<file path="src/rtl/mult_control_unit_if.sv">
// Handshake and status bundle between the multiplier controller and its
// requester/datapath. The controller side uses the slave modport.
interface mult_control_unit_if #(
  parameter int CNT_W = 16
);
  logic             start;
  logic             r1_gt_r2;
  logic             r1_zero;
  logic             Enable3;
  logic             Enable7;
  logic             Enable9;
  logic             Enable10;
  logic             busy;
  logic             done;
  logic             timeout_err;
  logic [CNT_W-1:0] iter_count;

  modport master (
    output start, r1_gt_r2, r1_zero,
    input  Enable3, Enable7, Enable9, Enable10, busy, done, timeout_err, iter_count
  );

  modport slave (
    input  start, r1_gt_r2, r1_zero,
    output Enable3, Enable7, Enable9, Enable10, busy, done, timeout_err, iter_count
  );
endinterface

</file>
<file path="src/rtl/mult_control_unit.sv">
// Sequencer for the repeated-addition multiplier datapath: load, optional
// operand swap, bounded accumulate loop, result transfer, done pulse.
//
// state  | meaning
// IDLE   | waiting for start
// LOAD   | Enable3: load operands, clear accumulator and result flag
// CMP    | flags settle on loaded registers, pick swap or loop
// SWAP   | Enable7: put the smaller operand in R1
// LOOP   | Enable10 while R1 != 0 and iteration limit not reached
// FINISH | Enable9: transfer R3 to R4
// DONE   | one-cycle done pulse
module mult_control_unit #(
  parameter int CNT_W    = 16,
  parameter int MAX_ITER = 65535
) (
  input  logic                clk,
  input  logic                rst_n,
  mult_control_unit_if.slave  bus
);

  localparam logic [CNT_W-1:0] MAX_CNT = CNT_W'(MAX_ITER);

  typedef enum logic [2:0] {
    IDLE   = 3'd0,
    LOAD   = 3'd1,
    CMP    = 3'd2,
    SWAP   = 3'd3,
    LOOP   = 3'd4,
    FINISH = 3'd5,
    DONE   = 3'd6
  } state_t;

  state_t           state_q, state_d;
  logic [CNT_W-1:0] iter_q, iter_d;
  logic             timeout_q, timeout_d;
  logic             at_limit;

  assign at_limit = (iter_q == MAX_CNT);

  always_ff @(posedge clk or negedge rst_n) begin
    if (!rst_n) begin
      state_q   <= IDLE;
      iter_q    <= '0;
      timeout_q <= 1'b0;
    end else begin
      state_q   <= state_d;
      iter_q    <= iter_d;
      timeout_q <= timeout_d;
    end
  end

  always_comb begin
    state_d   = state_q;
    iter_d    = iter_q;
    timeout_d = timeout_q;
    case (state_q)
      IDLE: begin
        if (bus.start) begin
          state_d   = LOAD;
          iter_d    = '0;
          timeout_d = 1'b0;
        end
      end
      LOAD:   state_d = CMP;
      CMP:    state_d = bus.r1_gt_r2 ? SWAP : LOOP;
      SWAP:   state_d = LOOP;
      LOOP: begin
        // the limit check keeps a stuck r1_zero from spinning forever
        if (bus.r1_zero) begin
          state_d = FINISH;
        end else if (at_limit) begin
          state_d   = FINISH;
          timeout_d = 1'b1;
        end else begin
          iter_d = iter_q + CNT_W'(1);
        end
      end
      FINISH: state_d = DONE;
      DONE:   state_d = IDLE;
      default: state_d = IDLE;
    endcase
  end

  always_comb begin
    bus.Enable3     = 1'b0;
    bus.Enable7     = 1'b0;
    bus.Enable9     = 1'b0;
    bus.Enable10    = 1'b0;
    bus.done        = 1'b0;
    bus.busy        = (state_q != IDLE);
    bus.timeout_err = timeout_q;
    bus.iter_count  = iter_q;
    case (state_q)
      LOAD:   bus.Enable3  = 1'b1;
      SWAP:   bus.Enable7  = 1'b1;
      LOOP:   bus.Enable10 = ~bus.r1_zero & ~at_limit;
      FINISH: bus.Enable9  = 1'b1;
      DONE:   bus.done     = 1'b1;
      default: ;
    endcase
  end

endmodule

</file>
<file path="src/flat_wrapper.sv">
// flat-port wrapper written by rule: the top's interface ports become plain ports
module mult_control_unit_flat 
#(
  parameter int CNT_W    = 16,
  parameter int MAX_ITER = 65535
)
  (clk, rst_n, bus_start, bus_r1_gt_r2, bus_r1_zero, bus_Enable3, bus_Enable7, bus_Enable9, bus_Enable10, bus_busy, bus_done, bus_timeout_err, bus_iter_count);
  mult_control_unit_if #(.CNT_W(CNT_W)) bus_i ();
  input  logic clk;
  input  logic rst_n;
  input wire logic [$bits(bus_i.start)-1:0] bus_start;
  input wire logic [$bits(bus_i.r1_gt_r2)-1:0] bus_r1_gt_r2;
  input wire logic [$bits(bus_i.r1_zero)-1:0] bus_r1_zero;
  output wire logic [$bits(bus_i.Enable3)-1:0] bus_Enable3;
  output wire logic [$bits(bus_i.Enable7)-1:0] bus_Enable7;
  output wire logic [$bits(bus_i.Enable9)-1:0] bus_Enable9;
  output wire logic [$bits(bus_i.Enable10)-1:0] bus_Enable10;
  output wire logic [$bits(bus_i.busy)-1:0] bus_busy;
  output wire logic [$bits(bus_i.done)-1:0] bus_done;
  output wire logic [$bits(bus_i.timeout_err)-1:0] bus_timeout_err;
  output wire logic [$bits(bus_i.iter_count)-1:0] bus_iter_count;
  assign bus_i.start = bus_start;
  assign bus_i.r1_gt_r2 = bus_r1_gt_r2;
  assign bus_i.r1_zero = bus_r1_zero;
  assign bus_Enable3 = bus_i.Enable3;
  assign bus_Enable7 = bus_i.Enable7;
  assign bus_Enable9 = bus_i.Enable9;
  assign bus_Enable10 = bus_i.Enable10;
  assign bus_busy = bus_i.busy;
  assign bus_done = bus_i.done;
  assign bus_timeout_err = bus_i.timeout_err;
  assign bus_iter_count = bus_i.iter_count;
  mult_control_unit #(.CNT_W(CNT_W), .MAX_ITER(MAX_ITER)) u_core (.clk(clk), .rst_n(rst_n), .bus(bus_i));
endmodule
</file>
<file path="config.mk">
export PLATFORM = sky130hd
export DESIGN_NAME = mult_control_unit_flat
export DESIGN_NICKNAME = d
export VERILOG_FILES = /design/src/rtl/mult_control_unit_if.sv /design/src/rtl/mult_control_unit.sv /design/src/flat_wrapper.sv
export SDC_FILE = /design/constraint.sdc
export NUM_CORES = 1
export LEC_CHECK = 0
export ABC_AREA = 1
export CAP_MARGIN = 20
export CORE_ASPECT_RATIO = 0.9
export CORE_MARGIN = 4
export CORE_UTILIZATION = 35
export CTS_CLUSTER_DIAMETER = 200
export DETAILED_ROUTE_END_ITERATION = 7
export DONT_BUFFER_PORTS = 1
export PLACE_DENSITY = 0.59
export SLEW_MARGIN = 10
export SYNTH_ARGS = -nofsm -noshare
export SYNTH_HDL_FRONTEND = slang
export SYNTH_SLANG_ARGS = --single-unit
</file>
<file path="constraint.sdc">
create_clock -name clk -period 2.3 [get_ports clk]
set_clock_uncertainty 0.15 [all_clocks]
set_input_delay 0.46 -clock clk [delete_from_list [all_inputs] [get_ports clk]]
set_output_delay 0.46 -clock clk [all_outputs]
set_load 0.02 [all_outputs]
</file>
# Yosys cells after proc, flatten, opt, wreduce, memory -nomap -nowiden
# Index checks and enable logic that the tools add are counted.
word_totals:
  input_bits: 5
  word_cells: 43
  mem_bits_ro: 0
  ram_bits: 0
  n_memories: 0
  output_inout_bits: 23
  latch_bits: 0
  reg_bits: 20
op_classes:
  n_mul: 0
  n_div: 0
  add_sub_neg: 1
  bitwise: 3
  shifts: 0
  order_cmp: 0
  muxes: 18
  n_eq_ne: 12
  n_reduce_logical: 6
ops:
  columns: ["op", "count"]
  rows:
  - ["16-bit two-way mux", 3]
  - ["16-bit case mux with 2 select lines", 1]
  - ["3-bit case mux with 6 select lines", 1]
  - ["16-bit by 1-bit adder with 16-bit output, second input constant", 1]
  - ["16-bit equality test, second input constant", 1]
  - ["3-bit two-way mux", 4]
  - ["3-bit equality test, second input constant", 3]
  - ["1-bit two-way mux", 8]
  - ["4-bit AND reduction", 2]
  - ["3-bit by 2-bit equality test with 1-bit output, second input constant", 2]
  - ["2-bit != test, second input constant", 3]
  - ["3-bit by 1-bit equality test with 1-bit output, second input constant", 1]
  - ["3-bit zero test", 1]
  - ["3-bit by 2-bit != test with 1-bit output, second input constant", 1]
  - ["3-bit nonzero test", 1]
  - ["2-bit by 1-bit != test with 1-bit output, second input constant", 1]
  - ["1-bit NOT", 2]
  - ["1-bit case mux with 2 select lines", 1]
  - ["2-bit AND reduction", 1]
  - ["2-bit nonzero test", 1]
  - ["1-bit bitwise AND", 1]

# Longest topological paths before layout
# Gate-level depths: netlist of run 1.
depth:
  depth_word: 4
  depth_mapped: 10
  mapped_depth_nobuf: 9

# Least setup slack after synthesis of run 1
# Ideal clock, no wire load.
synth_path:
  path_type: "flip-flop to output port"
  start: "register u_core.iter_q[0], in the netlist u_core.bus.iter_count[0]"
  end: "output port bus_Enable10"
  t_required_ns: 1.690
  arrival_ns: 1.392
  stages_incl_launch_ff: 7
  setup_slack_ns: 0.298
  path_cell_list: "dfrtp_1 > ha_1 > nand2_2 > nor2_4 > nand2_2 > nor2_4 > nor2_2"
synth_via:
  elab_chain_cells: 4
synth_lines:
  columns: ["element", "line", "text"]
  rows:
  - ["start, declared", "mult_control_unit.sv:34", "logic [CNT_W-1:0] iter_q, iter_d;"]
  - ["start signal, assigned", "mult_control_unit.sv:47", "iter_q <= iter_d;"]
  - ["16-bit equality test", "mult_control_unit.sv:38", "assign at_limit = (iter_q == MAX_CNT);"]
  - ["1-bit NOT", "mult_control_unit.sv:96", "LOOP: bus.Enable10 = ~bus.r1_zero & ~at_limit;"]
  - ["1-bit bitwise AND", "mult_control_unit.sv:96", null]
  - ["1-bit two-way mux", "mult_control_unit.sv:93", "case (state_q)"]
  - ["end, declared", "flat_wrapper.sv:17", "output wire logic [$bits(bus_i.Enable10)-1:0] bus_Enable10;"]
# Every way passes these cells.

# Worst setup path in the final report of run 1
layout_path:
  start: "register u_core.state_q[1]"
  end: "output port bus_Enable10"
layout_via:
  elab_chain_cells: 2
layout_lines:
  columns: ["element", "line", "text"]
  rows:
  - ["start, declared", "mult_control_unit.sv:33", "state_t state_q, state_d;"]
  - ["start signal, assigned", "mult_control_unit.sv:46", "state_q <= state_d;"]
  - ["3-bit equality test", "mult_control_unit.sv:93", null]
  - ["1-bit two-way mux", "mult_control_unit.sv:93", null]
# Every way passes these cells.

==> summary.md, run 1 <==
| Metric | Value |
|---|---|
| WL final | `3260 um` |
| Tot GR Track Use | `0.155` |
| Worst VDD drop | `0.476 mV` |
| Synth Instances | `174` |
| Leakage | `0.654 nW` |
| PD cells | `804 mW/mm2` |
| Sequential element share of the synthesized area | `0.393` |
| RSZ-0062 raised after global routing | `false` |
| Switching Share | `0.457` |
| Placement Cell Area | `0.00141 mm2` |
| Crit Path Category | `reg -> out` |
| Syn_nets | `180` |
| Row count | `20` |
| Residual DRC count | `0` |
| Yosys cell types | `25` |
| Antenna viol nets, final | `0` |
| # nets final | `198` |
| HPWL Detailed | `2520 um` |
| Synthesized cell area | `0.00127 mm2` |
| Final Cell Area | `0.00146 mm2` |
| Cells after DPL | `230` |
| Hold Path Class | `in -> reg` |
| Clk sinks | `20` |
| Non-Filler Instances | `234` |
| PortBufs | `0` |
| Comb pwr share | `0.430` |
| Count of final hold-check violations | `0` |
| # IOs | `28` |
| Vias in the first global route | `1,209` |
| Fmax | `460 MHz` |
| # diodes | `0` |
| YS warnings | `0` |
| Largest net degree at the start of global routing | `23` |
| Initial antenna violation count | `0` |
| Slew margin rel. | `0.363` |
| CP arrival | `1.56 ns` |
| Skew-Pair Late Insertion Delay | `0.26 ns` |
| Hold Path End | `u_core.state_q[1]` |
| Worst-margin pin slew | `0.953 ns` |
| Worst hold stages | `2` |
| Worst R2R Start | `u_core.bus.iter_count[0]` |
| Flop-to-flop setup slack | `0.37 ns` |
| Cell Int Power | `0.638 mW` |
| Area Overhead vs Synth | `15.0%` |
| CP Capture Type | `output port` |
| Grt ovf | `0` |
| Die height | `65.2 um` |
| Routed wire per std cell | `13.9 um` |
| DR vias/cell | `5.06` |
| Clk slew on worst S/H paths | `0.07 ns` |
| Clk pwr share | `0.196` |
| Root Driver | `clkbuf_8` |
| Max cap viols | `0` |
| Die area | `0.00467 mm2` |
| Fin. max-slew vios | `0` |
| Net Sw Power | `0.538 mW` |
| Final setup TNS | `0 ns` |
| RD Place Congestion | `0.900` |
| Worst R2R Path Depth | `9` |
| Starting Density | `0.371` |
| Mapped Avg Cell Area | `7.31 um2` |
| Required time of the critical path | `1.69 ns` |
| Max H-tree Level | `1` |
| Reg2reg end | `u_core.bus.iter_count[6]` |
| Iteration-0 DRC count of the detailed router | `76` |
| Setup violators final | `0` |
| Core area | `0.00343 mm2` |
| TritonCTS Buffers | `3` |
| Final period util | `0.946` |
| Worst-path maximum fanout | `10` |
| Fin crit period | `2.17 ns` |
| Hold Crit Start | `bus_r1_gt_r2` |
| Reg power frac | `0.374` |
| DR pass1 iterations | `5` |
| Share of cells above drive strength 1 | `0.211` |
| Die W | `71.6 um` |
| First-pass GRT wire length | `5720 um` |
| FF+latch count, synth | `20` |
| Detailed-route via count | `1,183` |
| Status | `completed` |
| Critical Path Start Type | `register` |
| Clock Path Buffers | `2` |
| CTS tree | `yes` |
==> placed cells by master (no fill, tap or decap) <==
cell and n:
nor2_1 20, o21ai_2 5, nand4_1 3, o31ai_1 1, nor2_8 1, xor2_1 2, nand2_1 58, dfrtp_1 20
nor2_4 3, or2_2 4, xnor2_1 2, inv_1 10, a31oi_1 1, ha_2 1, nor2_2 2, nand2_2 4
o21ai_0 3, nand3_1 20, clkbuf_8 3, o211ai_1 1, nor3_1 2, o21bai_1 1, inv_2 2, dlygate4sd3_1 1
buf_4 14, o21ai_1 5, inv_4 1
==> cell families after synthesis <==
logic type	after synthesis	synth area share
simple gates	117	0.423
fa+ha+maj	1	0.00983
compound gates	17	0.0885
buf+inv	15	0.0580
xor+xnor	4	0.0275
flops	20	0.393
==> state kept, by name, summed over array words and instances (netlist names) <==
register                flops
u_core.bus.iter_count      16
u_core.bus.timeout_err      1
u_core.state_q              3
==> critical path, stage by stage, from the launching register on <==
cell     delay (ns)
dfrtp_1        0.43
nor2_4         0.20
inv_4          0.07
nor2_8         0.16
nand2_1        0.09
nor2_2         0.16
buf_4          0.20
==> worst max-delay path by stage <==
stage | start | depth (start not counted) | end
after global placement | u_core.bus.iter_count[11] | 7 | u_core.bus.iter_count[6]
after CTS | u_core.bus.iter_count[0] | 7 | bus_Enable10
after detailed placement | u_core.bus.iter_count[0] | 8 | u_core.bus.iter_count[6]
after global routing | u_core.state_q[1] | 6 | bus_Enable10
final | u_core.state_q[1] | 6 | bus_Enable10
after floorplan | u_core.bus.iter_count[0] | 6 | bus_Enable10
==> cells in the mapped netlist, drive strengths merged <==
cell,instances,area [um2]
a31oi,1,6.26
buf,2,22.5
dfrtp,20,500
ha,1,12.5
inv,13,51.3
nand2,62,243
nand3,20,100
nand4,3,18.8
nor2,26,141
nor3,2,10.0
o211ai,1,7.51
o21ai,13,83.8
o21bai,1,7.51
o31ai,1,7.51
or2,4,25.0
xnor2,2,17.5
xor2,2,17.5
==> per-stage QoR <==
step,total power [mW],utilization,worst slack [ns],hold slack (ns)
after floorplan,0.866,-,0.298,0.0144
after global placement,0.930,0.411,0.433,0.0151
after detailed placement,0.943,0.411,0.375,0.0151
after CTS,1.18,0.426,0.113,0.211
after global routing,1.28,0.427,0.00129,0.208
final,1.18,0.427,0.125,0.217
==> power groups by stage <==
stage,registers [mW],clock network [mW],logic (mW)
after detailed placement,0.443,0,0.501
after global placement,0.440,0,0.490
after CTS,0.437,0.238,0.508
after global routing,0.447,0.260,0.569
after floorplan,0.465,0,0.401
final,0.440,0.231,0.506
==> area by class of cell <==
cell class                 instances  area (um2)
fill                             337        1960
multi-input combinational        139         701
sequential                        20         500
timing repair buffer              15         115
tap                               44        55.1
inverter                          13        51.3
clock buffer                       3        41.3
==> repair_timing <==
item	CTS	global route
hold endpoints to repair	20	0
endpoints found under the setup margin	0	1
hold buffers	1	0
gates resized for setup	0	1
buffers inserted	0	0
==> metal layers <==
layer | part of all wire | track usage
met5 | 0 | 0
met4 | 0.011 | 0.0329
met1 | 0.43 | 0.188
met2 | 0.49 | 0.273
met3 | 0.066 | 0.0443
Power figures use the tool's default switching activity.
==> run 2: changes to the inputs <==
--- a/config.mk
+++ b/config.mk
@@ -7,7 +7,6 @@
 export LEC_CHECK = 0
 export ABC_AREA = 1
 export CAP_MARGIN = 20
-export CORE_ASPECT_RATIO = 0.9
 export CORE_MARGIN = 4
 export CORE_UTILIZATION = 35
 export CTS_CLUSTER_DIAMETER = 200
==> summary.md, run 2 (synthesized netlist as in run 1, its figures left out) <==
| Metric | Value |
|---|---|
| Area Overhead vs Synth | `14.5%` |
| Routed wire per std cell | `12.7 um (-8.7%)` |
| Total power | `1.15 mW (-2.2%)` |
| Setup violators final | `0 (unchanged)` |
| Worst-margin pin slew | `0.934 ns (-0.0194 ns)` |
| Largest net degree at the start of global routing | `23 (unchanged)` |
| # nets final | `197 (-0.51%)` |
| Grt ovf | `0 (unchanged)` |
| Worst VDD drop | `0.492 mV (+3.3%)` |
| # IOs | `28 (unchanged)` |
| Max cap viols | `0 (unchanged)` |
| Met2 wire len | `1510 um (-5.4%)` |
| WL met1 | `1290 um (-8.0%)` |
| Fin. max-slew vios | `0 (unchanged)` |
| PD cells | `790 mW/mm2 (-1.6%)` |
| Die area | `0.00466 mm2 (about the same)` |
| Max FFs per register | `16 (unchanged)` |
| Status | `completed` |
| WP buf/inv | `1 (-1)` |
| Clock Path Buffers | `2 (unchanged)` |
| First-pass GRT wire length | `5200 um (-9.1%)` |
| TritonCTS Buffers | `3 (unchanged)` |
| Share of cells above drive strength 1 | `0.205 (-0.00526)` |
| CP delay by family, top | `simple AND/OR/NAND/NOR gates` |
| Final setup TNS | `0 ns (unchanged)` |
| HPWL Detailed | `2370 um (-5.8%)` |
| DR WL met3 | `147 um (-32%)` |
| Critical Path Start Type | `register` |
| RD Place Congestion | `0.870 (-3.3%)` |
| Required time of the critical path | `1.69 ns (about the same)` |
| Slew margin rel. | `0.376 (+0.0130)` |
| Root Driver | `clkbuf_4` |
| Die W | `68.3 um (-4.6%)` |
| Most common cell after layout, fill and taps aside | `nand2_1` |
| Clk slew on worst S/H paths | `0.11 ns (+0.04 ns)` |
| Starting Density | `0.373 (+0.00136)` |
| Row count | `21 (+5.0%)` |
| Max H-tree Level | `1 (unchanged)` |
| Leakage | `0.651 nW (-0.45%)` |
| Hold Path Class | `in -> reg` |
| Iteration-0 DRC count of the detailed router | `57 (-25%)` |
| Clk sinks | `20 (unchanged)` |
| Fin crit period | `2.16 ns (-0.0180 ns)` |
| WL final | `3000 um (-7.9%)` |
| Non-Filler Instances | `236 (+0.85%)` |
| CP arrival | `1.55 ns (about the same)` |
| Fmax | `464 MHz (+0.84%)` |
| Most frequent cells in the layout | `58 x nand2_1, 20 x nor2_1, 20 x nand3_1, 20 x dfrtp_1, 13 x buf_4` |
| # diodes | `0 (unchanged)` |
| Worst-path maximum fanout | `10 (unchanged)` |
| Tot GR Track Use | `0.149 (-0.00586)` |
| CTS tree | `yes` |
| Core area | `0.00342 mm2 (-0.36%)` |
| Top Metal Used | `met4` |
| DR pass1 iterations | `4 (-1)` |
| DR vias/cell | `4.97 (-1.6%)` |
| Antenna viol nets, final | `0 (unchanged)` |
| Initial antenna violation count | `0 (unchanged)` |
| Residual DRC count | `0 (unchanged)` |
| Count of final hold-check violations | `0 (unchanged)` |
| Detailed-route via count | `1,174 (-0.76%)` |
| Die height | `68.3 um (+4.7%)` |
| Vias in the first global route | `1,185 (-2.0%)` |
| Cells after DPL | `231 (+0.43%)` |
| CP Capture Type | `output port` |
| Slowest stage cell, crit path | `dfrtp_1` |
| CP most frequent cell | `nor2_4` |
| RSZ-0062 raised after global routing | `false` |
| Final period util | `0.938 (-0.00784)` |
| Max incr delay on CP | `0.45 ns (+0.02 ns)` |
| Crit Path Category | `reg -> out` |
| PortBufs | `0 (unchanged)` |
| CP Cell Sequence | `nor2_4, inv_4, nor2_8, nand2_1, nor2_4` |
| Flop-to-flop setup slack | `0.29 ns (-0.08 ns)` |
| Skew-Pair Late Insertion Delay | `0.31 ns (+0.05 ns)` |
-- run 2: path summary, 6_finish.rpt --
path / start / end / cells after the start
max: u_core.state_q[0] / bus_Enable10 / 5
min: bus_r1_gt_r2 / u_core.state_q[1] / 2
max reg2reg: u_core.bus.iter_count[0] / u_core.bus.iter_count[4] / 9
min reg2reg: u_core.state_q[1] / u_core.state_q[2] / 1
max in group asynchronous: rst_n / u_core.state_q[0] / 1
min in group asynchronous: rst_n / u_core.bus.iter_count[9] / 1
-- run 2: metrics by stage --
stage / utilization / setup slack [ns] / hold WS [ns] / area [um2]
after floorplan: - / 0.298 / 0.0144 / 1270
after global placement: 0.411 / 0.397 / 0.0151 / 1410
after detailed placement: 0.411 / 0.343 / 0.0152 / 1410
after CTS: 0.425 / 0.0654 / 0.154 / 1450
after global routing: 0.426 / 0.0468 / 0.171 / 1460
final: 0.426 / 0.143 / 0.157 / 1460
-- run 2: metal layers --
metal / vias to the layer above / track usage
met4: 0 / 0.0695
met5: - / 0
met2: 28 / 0.255
met1: 544 / 0.178
met3: 6 / 0.0312
li1: 596 / -
-- run 2: area by class of cell --
type                    instances  area, um2
repair buffers                 14        108
flip-flops and latches         20        500
multi-input cells             139        703
fillers                       346       1960
well taps                      46       57.6
inverters                      13       51.3
clock buffers                   4       36.3
-- run 2: report_power, final --
group	switching [mW]	internal [mW]
Sequential	0.0445	0.391
Clock	0.115	0.0968
Combinational	0.373	0.131
Total	0.533	0.618
-- run 2: timing repair --
action / 4_1_cts / 5_1_grt
hold buffers: 1 / 0
gates resized for setup: 0 / 1
endpoints found under the hold margin: 20 / 0
setup endpoints to repair: 0 / 1
setup buffers: 0 / 0
